--- src/rtl/reset_seq_ctrl.sv ---
// Sequences async preset/clear lines for a bank of flop domains: assert per mask,
// hold, then release one domain per clock so every release is synchronous to clk.

module reset_seq_dom #(
  parameter bit RST_PRESET = 1'b0
) (
  input  logic clk,
  input  logic rst,
  input  logic assert_en,
  input  logic assert_preset,
  input  logic release_en,
  output logic preset_n,
  output logic clr
);
  // Only one of preset_n/clr is ever driven low, so the downstream flop sees a clean
  // set or clear and never both.
  always_ff @(posedge clk or posedge rst) begin
    if (rst) begin
      preset_n <= ~RST_PRESET;
      clr      <= RST_PRESET;
    end else if (assert_en) begin
      preset_n <= ~assert_preset;
      clr      <= assert_preset;
    end else if (release_en) begin
      preset_n <= 1'b1;
      clr      <= 1'b1;
    end
  end
endmodule

module reset_seq_ctrl #(
  parameter int                     NUM_DOMAINS = 4,
  parameter int                     HOLD_CYCLES = 8,
  parameter int                     SYNC_STAGES = 2,
  parameter logic [NUM_DOMAINS-1:0] RESET_MASK  = {NUM_DOMAINS{1'b0}}
) (
  input  logic                   clk,
  input  logic                   rst,
  input  logic                   sw_req,
  input  logic [NUM_DOMAINS-1:0] sw_mask,
  output logic [NUM_DOMAINS-1:0] preset_n,
  output logic [NUM_DOMAINS-1:0] clr,
  output logic                   ready,
  output logic [7:0]             done_cnt
);
  localparam int CW = (HOLD_CYCLES > 1) ? $clog2(HOLD_CYCLES) : 1;
  localparam int IW = (NUM_DOMAINS > 1) ? $clog2(NUM_DOMAINS) : 1;

  typedef enum logic [1:0] {SYNC, HOLD, RELEASE, READY} state_t;

  state_t                   state, state_nx;
  logic [SYNC_STAGES-1:0]   sync_q, sync_nx;
  logic [CW-1:0]            cnt;
  logic [IW-1:0]            idx;
  logic [NUM_DOMAINS-1:0]   mask_q;
  logic [NUM_DOMAINS-1:0]   assert_mask;
  logic [NUM_DOMAINS-1:0]   rel;
  logic                     sync_enter, hold_done, last_rel, accept, assert_en;

  if (SYNC_STAGES == 1) begin : g_sync1
    assign sync_nx = 1'b1;
  end else begin : g_syncn
    assign sync_nx = {sync_q[SYNC_STAGES-2:0], 1'b1};
  end

  assign sync_enter = sync_nx[SYNC_STAGES-1] & ~sync_q[SYNC_STAGES-1];
  assign hold_done  = (state == HOLD) && (cnt == CW'(HOLD_CYCLES - 1));
  assign last_rel   = (state == RELEASE) && (idx == IW'(NUM_DOMAINS - 1));
  assign accept     = (state == READY) && sw_req;

  always_ff @(posedge clk or posedge rst) begin
    if (rst) state <= SYNC;
    else     state <= state_nx;
  end

  always_comb begin
    state_nx = state;
    case (state)
      SYNC:    if (sync_enter) state_nx = HOLD;
      HOLD:    if (hold_done)  state_nx = RELEASE;
      RELEASE: if (last_rel)   state_nx = READY;
      READY:   if (sw_req)     state_nx = HOLD;
      default: state_nx = SYNC;
    endcase
  end

  always_ff @(posedge clk or posedge rst) begin
    if (rst) begin
      sync_q   <= '0;
      cnt      <= '0;
      idx      <= '0;
      mask_q   <= RESET_MASK;
      ready    <= 1'b0;
      done_cnt <= 8'd0;
    end else begin
      sync_q <= sync_nx;
      case (state)
        SYNC: if (sync_enter) cnt <= '0;
        HOLD: begin
          cnt <= cnt + 1'b1;
          if (hold_done) idx <= '0;
        end
        RELEASE: begin
          idx <= idx + 1'b1;
          if (last_rel) begin
            ready <= 1'b1;
            if (done_cnt != 8'hFF) done_cnt <= done_cnt + 8'd1;
          end
        end
        READY: if (sw_req) begin
          mask_q <= sw_mask;
          ready  <= 1'b0;
          cnt    <= '0;
        end
        default: ;
      endcase
    end
  end

  // The accepting edge loads sw_mask directly; during HOLD the domains are refreshed
  // from the captured mask so the asserted polarity cannot drift.
  assign assert_en   = accept || (state == HOLD);
  assign assert_mask = accept ? sw_mask : mask_q;

  always_comb begin
    rel = '0;
    for (int i = 0; i < NUM_DOMAINS; i++)
      rel[i] = (state == RELEASE) && (idx == IW'(i));
  end

  for (genvar g = 0; g < NUM_DOMAINS; g++) begin : g_dom
    reset_seq_dom #(.RST_PRESET(RESET_MASK[g])) u_dom (
      .clk          (clk),
      .rst          (rst),
      .assert_en    (assert_en),
      .assert_preset(assert_mask[g]),
      .release_en   (rel[g]),
      .preset_n     (preset_n[g]),
      .clr          (clr[g])
    );
  end
endmodule

--- config.mk ---
export PLATFORM = sky130hd
export DESIGN_NAME = reset_seq_ctrl
export DESIGN_NICKNAME = d
export VERILOG_FILES = /design/src/rtl/reset_seq_ctrl.sv
export SDC_FILE = /design/constraint.sdc
export NUM_CORES = 1
export LEC_CHECK = 0
export ABC_AREA = 0
export ABC_CLOCK_PERIOD_IN_PS = 3000
export CORE_MARGIN = 2
export CORE_UTILIZATION = 57
export DETAILED_ROUTE_END_ITERATION = 10
export GPL_ROUTABILITY_DRIVEN = 0
export PLACE_DENSITY_LB_ADDON = 0.1
export SYNTH_ARGS = -nofsm -noshare
export SYNTH_HDL_FRONTEND = slang
export SYNTH_SLANG_ARGS = --single-unit
--- constraint.sdc ---
create_clock -name clk -period 3 [get_ports clk]
set_clock_uncertainty 0.05 [all_clocks]
set_input_delay 0.6 -clock clk [delete_from_list [all_inputs] [get_ports clk]]
set_output_delay 0.6 -clock clk [all_outputs]
set_load 0.01 [all_outputs]
* Yosys cells after proc, flatten, opt, wreduce, memory -nomap -nowiden
Cells that the tools add are included.
Storage, ports and cells: register bits after elaboration 30, output and inout port bits 17
Cells by class: add/sub/neg operators 3, equality and inequality tests 12, mux-type cells 25, bitwise gates (word level) 6, reduce and logical (&&, ||, !) cells 22
Operators by type and width (count):
- $mux 1 | 13
- $reduce_bool 2->1 | 6
- $mux 2 | 5
- $pmux 3 s3 | 1
- $reduce_and 3->1 | 3
- $add 8x1->8 const B | 1
- $eq 2x2->1 const B | 4
- $ne 8x8->1 const B | 1
- $pmux 2 s4 | 1
- $logic_and 1x1->1 | 6
- $mux 3 | 2
- $ne 2x2->1 const B | 3
- $not 1->1 | 5
- $eq 2x1->1 const B | 2
- $logic_not 2->1 | 2
- $mux 4 | 1
- $pmux 2 s2 | 1
- $reduce_and 2->1 | 2
- $reduce_and 4->1 | 1
- $add 3x1->3 const B | 1
- $eq 3x3->1 const B | 1
- $reduce_bool 3->1 | 1
- $add 2x1->2 const B | 1
- $ne 2x1->1 const B | 1
- other kinds (3) | 3

* Depth between registers and ports, before layout
Gate-level depths: netlist of run 1.
depth in word-level cells 5, depth in mapped cells 6, gate-level depth less buffers 5

* Cells and area by module
From an unflattened synthesis of run 1, not the netlist that was laid out.
Second synthesis, totals: cell total of the unflattened synthesis 134, area total of the unflattened synthesis 1470.2 µm²
Modules (own cells, without submodules):
- reset_seq_ctrl | instances 1, cells each 106, area each 1164.9 µm²
- reset_seq_dom | instances 4, cells each 7, area each 76.3 µm²

* Worst setup path before layout of run 1
Ideal clock, no wire load.
path type register -> register, start register state[0], end register state[1], data arrival time 1535 ps, slack 1290 ps, cell stages (with the launch flop) 6, path buffers 0, clock period less this slack 1710 ps, cells stage by stage dfrtp_1 > inv_1 > ha_1 > nor2b_4 > a2111oi_4 > mux2_4
Between the ends: cells in the longest elaborated chain, start to end 4
Ends and longest elaborated chain:
- start, declared | line 51 | state_t state, state_nx;
- start signal, assigned | line 73 | else state <= state_nx;
- $eq 2x2->1 or $eq 2x1->1 (tied branches) | line 68, 78, 67
- $logic_and 1x1->1, on equally long branches | line 68, 67
- $ne 2x1->1 (no source line) or $ne 2x2->1 (tied branches)
- $reduce_and 4->1 (no source line)
Parallel ways exist; a longest one is shown, timed or not. A chain may end at the register's enable or synchronous reset.

* Worst setup path in the final report of run 1
start register g_dom[2].u_dom.preset_n, end output port preset_n[2]
RTL lines:
- start, declared | line 12 | output logic preset_n,
- start signal, assigned | line 19 | preset_n <= ~RST_PRESET;
- start signal, assigned | line 22 | preset_n <= ~assert_preset;
- end, declared | line 41 | output logic [NUM_DOMAINS-1:0] preset_n,
No word-level cell between the ends.

==> flow_metrics.tcl, run 1 <==
set metrics [dict create \
    status "completed" \
    area_delta_synth_final_pct 18.05 \
    drc_errors 0 \
    synth_area_um2 1594 \
    ys.warnings.count 0 \
    critical_path_class "register to primary output" \
    fmax_ghz 0.4886 \
    synth-xor-area-share_pct 3.297 \
    setup_ws_ps 953.4 \
    synth_ff_type "dfrtp_1" \
    worst_path_max_delay_cell "dfstp_2" \
    clock-sinks 30 \
    clock_path_buffers 2 \
    wl_per_cell_um 14.20 \
    num_vias 1079 \
    ioPinCount 24 \
    ys_types 38 \
    drtPass1Iterations 4 \
    fin_hold_ws_ps 340.2 \
    antenna_found_initial 0 \
    numPortBuffers 23 \
    synth_seq_cells 30 \
    rsz0062_at_grt "false" \
    avgSynthCellArea_um2 11.31 \
    power_mw 1.768 \
    p_leak_nw 0.8391 \
    relSlewSlack_pct 62.13 \
    synth_top_family_by_area "simple AND/OR/NAND/NOR gates" \
    clkTransAtPathRegs_ps 90 \
    grt_pass1_vias 993 \
    synthArstFlopShare_pct 100.0 \
    die_height_um 56.88 \
    via_per_inst 5.562 \
    hp-class "register to register" \
    wirelength_um 2755 \
    syn_inst 141 \
    antenna_cells 0 \
    hold_viol_final 0 \
    synthMuxAreaShare_pct 9.576 \
    register_area_um2 755.7 \
    overflow 0 \
    nets 181 \
    drt_iter0_drc 23 \
    tns_ps 0 \
    dieArea_um2 3235 \
    min-delay-start "sync_q[0]" \
    period_minus_slack_ps 2047 \
    cts_resized 0 \
    die_w_um 56.88 \
    clock_latency_ps 320 \
    regToRegSetupSlack_ps 1010 \
    hpwl_um 2024 \
    synth_edf_count 0 \
    setup_violations 0 \
    cts_tree "yes" \
    synth_compound_area_share_pct 11.85 \
    grtUsageTotal_pct 19.83 \
    maxCapViolCount 0 \
    std_cell_rows 19 \
    timing.final.crit_share_pct 68.22 \
    root_buffer "clkbuf_4" \
    layout-drive-gt1-share_pct 15.34 \
    path_delay_family "flip-flops" \
    p_per_area_nw_per_um2 939.3 \
    grt_max_degree 31 \
    fillCellCount 218 \
    vdd_ir_drop_max_v 0.0007796 \
    hold_depth 0 \
    place_area_um2 1803 \
    tightest_slew_ps 568.1 \
    coreArea_um2 2710 \
    grt_first_pass_wirelength_um 4740 \
    timing.rr.start "state[0]" \
    dp_slack_ps 812.2 \
    critical_path_arrival_ps 1400 \
    path_buf_inv 1 \
    cts_setup_buffers 0 \
    hold_path_end "sync_q[1]" \
    crit_required_ps 2350 \
    slowest_delay_ps 540 \
    syn_nets 160 \
    design_area_um2 1882 \
    antenna_left 0 \
    dp_cells 186 \
    layoutNonFillerInstCount 194 \
    seq_area_frac_synth_pct 47.41 \
    cts_buffers 5 \
    path_cells "clkdlybuf4s50_1" \
    r2r_cells 5 \
    start_util_pct 58.82 \
    yosys.area_share.adder_pct 9.419 \
    cp-start-kind "register" \
    crit_path_end_kind "primary output" \
    worst-path-max-fanout 2 \
    multiInputGateArea_um2 737.0 \
    drv_slew 0 \
    timing.rr.end "state[1]" \
    fin_util_pct 69.44 \
    synthSimpleGateAreaFrac_pct 11.85 \
    hold_buffers 0 \
    cts_max_level 2 \
]
cell families after synthesis:
kind of cell             Yosys count
XOR/XNOR                           6
multiplexers                      14
flip-flops                        30
AND/OR/NAND/NOR                   33
other                              1
buffers and inverters             19
adder cells (fa/ha/maj)           12
AO/OA/AOI/OAI                     26
synthesized netlist by cell type (all sizes together) (4+ instances only):
library cell,count,area share [%]
xnor2,6,3.3
dfrtp,26,41
nand2,11,2.7
mux2,7,5.2
buf,8,3.8
inv,9,2.1
nor2,4,0.94
o21ai,5,1.6
mux2i,7,4.4
ha,12,9.4
a21oi,10,3.4
dfstp,4,6.6
metal layers:
layer,vias up,part of all wire (%),global-route usage (%)
met1,522,45,26.24
met2,33,46,30.05
met3,5,6.9,7.143
li1,519,-,-
met4,0,1.3,6.977
met5,-,0,0
layout by cell type (no fill, tap or decap), drive strengths merged, types with 2 or more instances in the layout:
| cell | synthesis | final |
|---|---|---|
| nor2 | 4 | 4 |
| mux2 | 7 | 7 |
| dfstp | 4 | 4 |
| nand4 | 3 | 3 |
| nand3 | 3 | 3 |
| mux2i | 7 | 7 |
| o211ai | 2 | 2 |
| nand2 | 11 | 11 |
| o21ai | 5 | 5 |
| o21a | 3 | 3 |
| clkdlybuf4s50 | 0 | 23 |
| ha | 12 | 12 |
| dfrtp | 26 | 26 |
| a21oi | 10 | 10 |
| inv | 9 | 9 |
| and4 | 2 | 2 |
| xnor2 | 6 | 6 |
| clkbuf | 2 | 8 |
| nor2b | 3 | 3 |
| and2 | 2 | 2 |
report_power, final:
part	switching, mW	total (mW)	internal, mW
Clock	0.135	0.295	0.160
Sequential	0.0963	0.663	0.567
Combinational	0.388	0.809	0.421
final cells by class:
type / instances / area share [%]
Sequential cell: 30 / 40.16
Inverter: 9 / 1.795
Tap cell: 31 / 2.061
Clock buffer: 8 / 4.189
Multi-Input combinational cell: 92 / 39.16
Timing Repair Buffer: 24 / 12.63
sequential cells by signal, summed over array words and instances, names as in the netlist:
name	flops
sync_q	2
cnt	3
done_cnt	8
state	2
idx	2
mask_q	4
g_dom.u_dom.preset_n	4
g_dom.u_dom.clr	4
ready	1
worst max path at each step:
stage                                  from     endpoint  slack (ps)  depth (start not counted)
floorplan                          state[0]     state[1]        1290                          5
global route                       state[0]     state[1]         880                          5
CTS                 g_dom[2].u_dom.preset_n  preset_n[2]         940                          1
detailed placement                   sw_req       cnt[0]         810                          4
finish              g_dom[2].u_dom.preset_n  preset_n[2]         950                          1
global placement                     sw_req       cnt[0]         870                          4
(Power assumes the default switching activity.)
==> inputs of run 2 (changes only) <==
Settings changed: ABC_CLOCK_PERIOD_IN_PS 3000 to 1800, CORE_UTILIZATION 57 to 48.
Clock period 3 ns to 1.8 ns, I/O delays scaled along.
==> run 2 against run 1 <==
  * First-iteration DRC count rose by 52%
  * Sequential cell count did not move
  * Critical path depth increased by 4
  * Count of clock-buffer cells in the layout decreased by 1
  * Sequential power increased by 63%
  * Combinational power is 84% higher
  * Worst setup slack worse by 890 ps
  * Critical endpoint is now state[1]
  * Largest cell class unchanged
==> flow_metrics.tcl, run 2 (synthesis results as in run 1) <==
set metrics [dict create \
    clock-sinks 30 \
    wl_per_cell_um 12.42 \
    antenna_found_initial 0 \
    numPortBuffers 23 \
    path_cells "buf_4 > ha_2 > nor2b_4 > a2111oi_4 > mux2_4" \
    cts_tree "yes" \
    worst-path-max-fanout 5 \
    fmax_ghz 0.5744 \
    tns_ps 0 \
    ioPinCount 24 \
    antenna_left 0 \
    start_util_pct 51.37 \
    critical_path_arrival_ps 1900 \
    clock_path_buffers 2 \
    crit_path_end_kind "register" \
    p_per_area_nw_per_um2 1505 \
    regMostFlops "done_cnt" \
    grt_pass1_vias 998 \
    area_delta_synth_final_pct 24.25 \
    hp-class "register to register" \
    wirelength_um 2732 \
    layout-drive-gt1-share_pct 23.86 \
    crit_required_ps 1960 \
    nets 194 \
    setup_violations 0 \
    critical_path_class "register to register" \
    hold_buffers 0 \
    coreArea_um2 3103 \
    drt_iter0_drc 35 \
    worst_path_max_delay_cell "dfrtp_1" \
    cts_buffers 5 \
    path_delay_family "flip-flops" \
    largest_reg_flops 8 \
    grt_max_degree 31 \
    drv_slew 0 \
    drtPass1Iterations 4 \
    layout_common_cells "23 x dfrtp_1, 19 x clkdlybuf4s50_1, 14 x buf_4, 10 x nand2_1, 10 x ha_1" \
    root_buffer "clkbuf_4" \
    std_cell_rows 20 \
    hold_viol_final 0 \
    dp_slack_ps -56.71 \
    p_leak_nw 0.8881 \
    period_minus_slack_ps 1741 \
    overflow 0 \
    setup_ws_ps 59.02 \
    antenna_cells 0 \
    mostFrequentLayoutCell "dfrtp_1" \
    timing.final.crit_share_pct 96.72 \
    cts_max_level 2 \
    die_height_um 61.63 \
    num_vias 1130 \
    die_w_um 61.63 \
    clkTransAtPathRegs_ps 90 \
    hpwl_um 2070 \
    maxCapViolCount 0 \
    slowest_delay_ps 420 \
    via_per_inst 5.136 \
    status "completed" \
    cp-start-kind "register" \
    path_buf_inv 1 \
    drc_errors 0 \
    dieArea_um2 3798 \
    vdd_ir_drop_max_v 0.0007502 \
    clock_latency_ps 320 \
    grt_first_pass_wirelength_um 4678 \
    grtUsageTotal_pct 17.37 \
]
run 2: cell count changes in the layout (fill, tap and decap cells not counted), sizes merged:
cell	change
clkdlybuf4s50	-4
clkbuf	-1
clkinv	+1
dlygate4sd2	+4
buf	+13
run 2: layout make-up:
class                           count  area [um^2]
Clock buffer                        7        55.05
Clock inverter                      1        5.005
Fill cell                         283         1122
Inverter                            9        33.78
Multi-Input combinational cell     92        742.0
Sequential cell                    30        759.5
Tap cell                           44        55.05
Timing Repair Buffer               37        330.3
run 2: through the flow:
step           total power [mW]  util, %  hold WS (ps)  area (um^2)  cells
2_1_floorplan             2.134        -         304.6         1594    141
5_1_grt                   3.262    63.83         362.5         1981    220
3_3_place_gp              2.539    61.05         316.6         1894    209
4_1_cts                   2.978    62.82         340.3         1949    217
6_report                  2.980    63.83         333.9         1981    220
3_5_place_dp              2.593    61.05         319.0         1894    209
run 2: final timing paths:
check	startpoint	end	slack, ps	cells after the start
worst max-delay path	state[0]	state[1]	60	5
worst min-delay path	sync_q[0]	sync_q[1]	330	0
worst max register to register	state[0]	state[1]	60	5
worst min register to register	sync_q[0]	sync_q[1]	330	0
max in group asynchronous	rst	g_dom[1].u_dom.preset_n	1020	3
min in group asynchronous	rst	mask_q[0]	350	3
run 2: layer usage:
layer	share of wire [%]	vias up	routed length, um	GRT usage, %
li1	-	550	-	-
met4	1.8	0	50	6.383
met2	46	31	1255	25.11
met1	46	542	1267	23.78
met3	5.8	7	158	6.513
met5	0	-	0	0
run 2: what timing repair did:
item | CTS | global route
pin swaps | 0 | 1
gates resized for setup | 4 | 6
setup buffers | 0 | 3
hold endpoints to repair | 0 | 0
endpoints found under the setup margin | 4 | 7
run 2: report_power, final:
group	switching [mW]	internal [mW]	total (mW)
clock	0.218	0.189	0.407
sequential	0.140	0.945	1.08
combinational	0.673	0.815	1.49
total	1.03	1.95	2.98
==> inputs of run 3 (changes only) <==
Settings changed: ABC_AREA 0 to unset, SKIP_LAST_GASP set to 1.
==> run 3 against run 2 <==
  * Utilization is the same
  * Clock power is essentially flat
  * Non-clock buffer count is the same
  * Critical path depth is the same
  * Combinational power is essentially flat
  * Wire length is the same
  * Register-to-register slack is essentially flat
  * Sequential power is essentially flat
  * Die area is the same
  * Sequential cell count is the same
  * First-iteration DRC count is the same
  * Count of clock-buffer cells in the layout is the same
  * Largest power group unchanged
==> flow_metrics.tcl, run 3 (synthesis results as in run 1) <==
set metrics [dict create \
    status "completed" \
    setup_ws_ps 59.02 \
    hold_buffers 0 \
    drt_iter0_drc 35 \
    power_mw 2.978 \
    clock-sinks 30 \
    fin_util_pct 63.83 \
    clkTransAtPathRegs_ps 90 \
    root_buffer "clkbuf_4" \
    clock_latency_ps 320 \
    grtUsageTotal_pct 17.37 \
    cp-start-kind "register" \
    regMostFlops "done_cnt" \
    die_height_um 61.63 \
    crit_required_ps 1960 \
    layout_common_cells "23 x dfrtp_1, 19 x clkdlybuf4s50_1, 14 x buf_4, 10 x nand2_1, 10 x ha_1" \
    worst-path-max-fanout 5 \
    clock_path_buffers 2 \
    std_cell_rows 20 \
    via_per_inst 5.136 \
    period_minus_slack_ps 1741 \
    cts_buffers 5 \
    area_delta_synth_final_pct 24.25 \
    p_per_area_nw_per_um2 1503 \
    timing.final.crit_share_pct 96.72 \
    nets 194 \
    start_util_pct 51.37 \
    maxCapViolCount 0 \
    crit_path_end_kind "register" \
    numPortBuffers 23 \
    critical_path_class "register to register" \
    design_area_um2 1981 \
    antenna_found_initial 0 \
    tns_ps 0 \
    num_vias 1130 \
    largest_reg_flops 8 \
    cts_tree "yes" \
    setup_violations 0 \
    grt_first_pass_wirelength_um 4678 \
    drv_slew 0 \
    mostFrequentLayoutCell "dfrtp_1" \
    dp_slack_ps -56.71 \
    drtPass1Iterations 4 \
    dieArea_um2 3798 \
    rsz0062_at_grt "true" \
    ioPinCount 24 \
    coreArea_um2 3103 \
    grt_max_degree 31 \
    drc_errors 0 \
    grt_pass1_vias 998 \
    hold_viol_final 0 \
    critical_path_arrival_ps 1900 \
    hpwl_um 2070 \
    layout-drive-gt1-share_pct 23.86 \
    die_w_um 61.63 \
    cts_max_level 2 \
    antenna_cells 0 \
    overflow 0 \
    hp-class "register to register" \
    layoutNonFillerInstCount 220 \
    vdd_ir_drop_max_v 0.0007502 \
    place_area_um2 1894 \
    dp_cells 209 \
    fin_hold_ws_ps 333.9 \
    wl_per_cell_um 12.42 \
    antenna_left 0 \
    wirelength_um 2732 \
    p_leak_nw 0.8882 \
    fmax_ghz 0.5744 \
]
-- run 3: changes by cell type in the layout (fill, tap and decap cells not counted) --
cell and change:
o21ai_1 -1, o21ai_0 +1
-- run 3: routing by layer --
metal / routed length (um) / track usage, %
met2: 1255 / 25.11
met4: 50 / 6.383
met3: 158 / 6.513
met5: 0 / 0
met1: 1267 / 23.78
-- run 3: final timing paths --
check / startpoint / endpoint / slack [ps] / cells past startpoint
hold / removal: sync_q[0] / sync_q[1] / 330 / 0
setup reg to reg: state[0] / state[1] / 60 / 5
hold reg to reg: sync_q[0] / sync_q[1] / 330 / 0
setup / recovery: state[0] / state[1] / 60 / 5
min in group asynchronous: rst / mask_q[0] / 350 / 3
max in group asynchronous: rst / g_dom[1].u_dom.preset_n / 1020 / 3
-- run 3: power by group --
part           internal (mW)  total (mW)  switching, mW
sequential             0.945        1.08          0.140
clock                  0.189       0.407          0.218
combinational          0.814        1.49          0.672
total                   1.95        2.98           1.03
-- run 3: worst max-delay path: stages, from the launching register on --
cell and delay (ps):
dfrtp_1 420, buf_4 150, ha_2 210, nor2b_4 150, a2111oi_4 330, mux2_4 330
-- run 3: area by class of cell --
| cell class | instances | area, um^2 |
|---|---|---|
| clock buffers | 7 | 55.05 |
| clock inverters | 1 | 5.005 |
| fillers | 283 | 1122 |
| inverters | 9 | 33.78 |
| multi-input cells | 92 | 742.0 |
| flip-flops and latches | 30 | 759.5 |
| well taps | 44 | 55.05 |
| repair buffers | 37 | 330.3 |
-- run 3: timing repair --
item	4_1_cts	5_1_grt
pin swaps	0	1
resized for setup	4	5
setup endpoints to repair	4	7
setup buffers	0	3
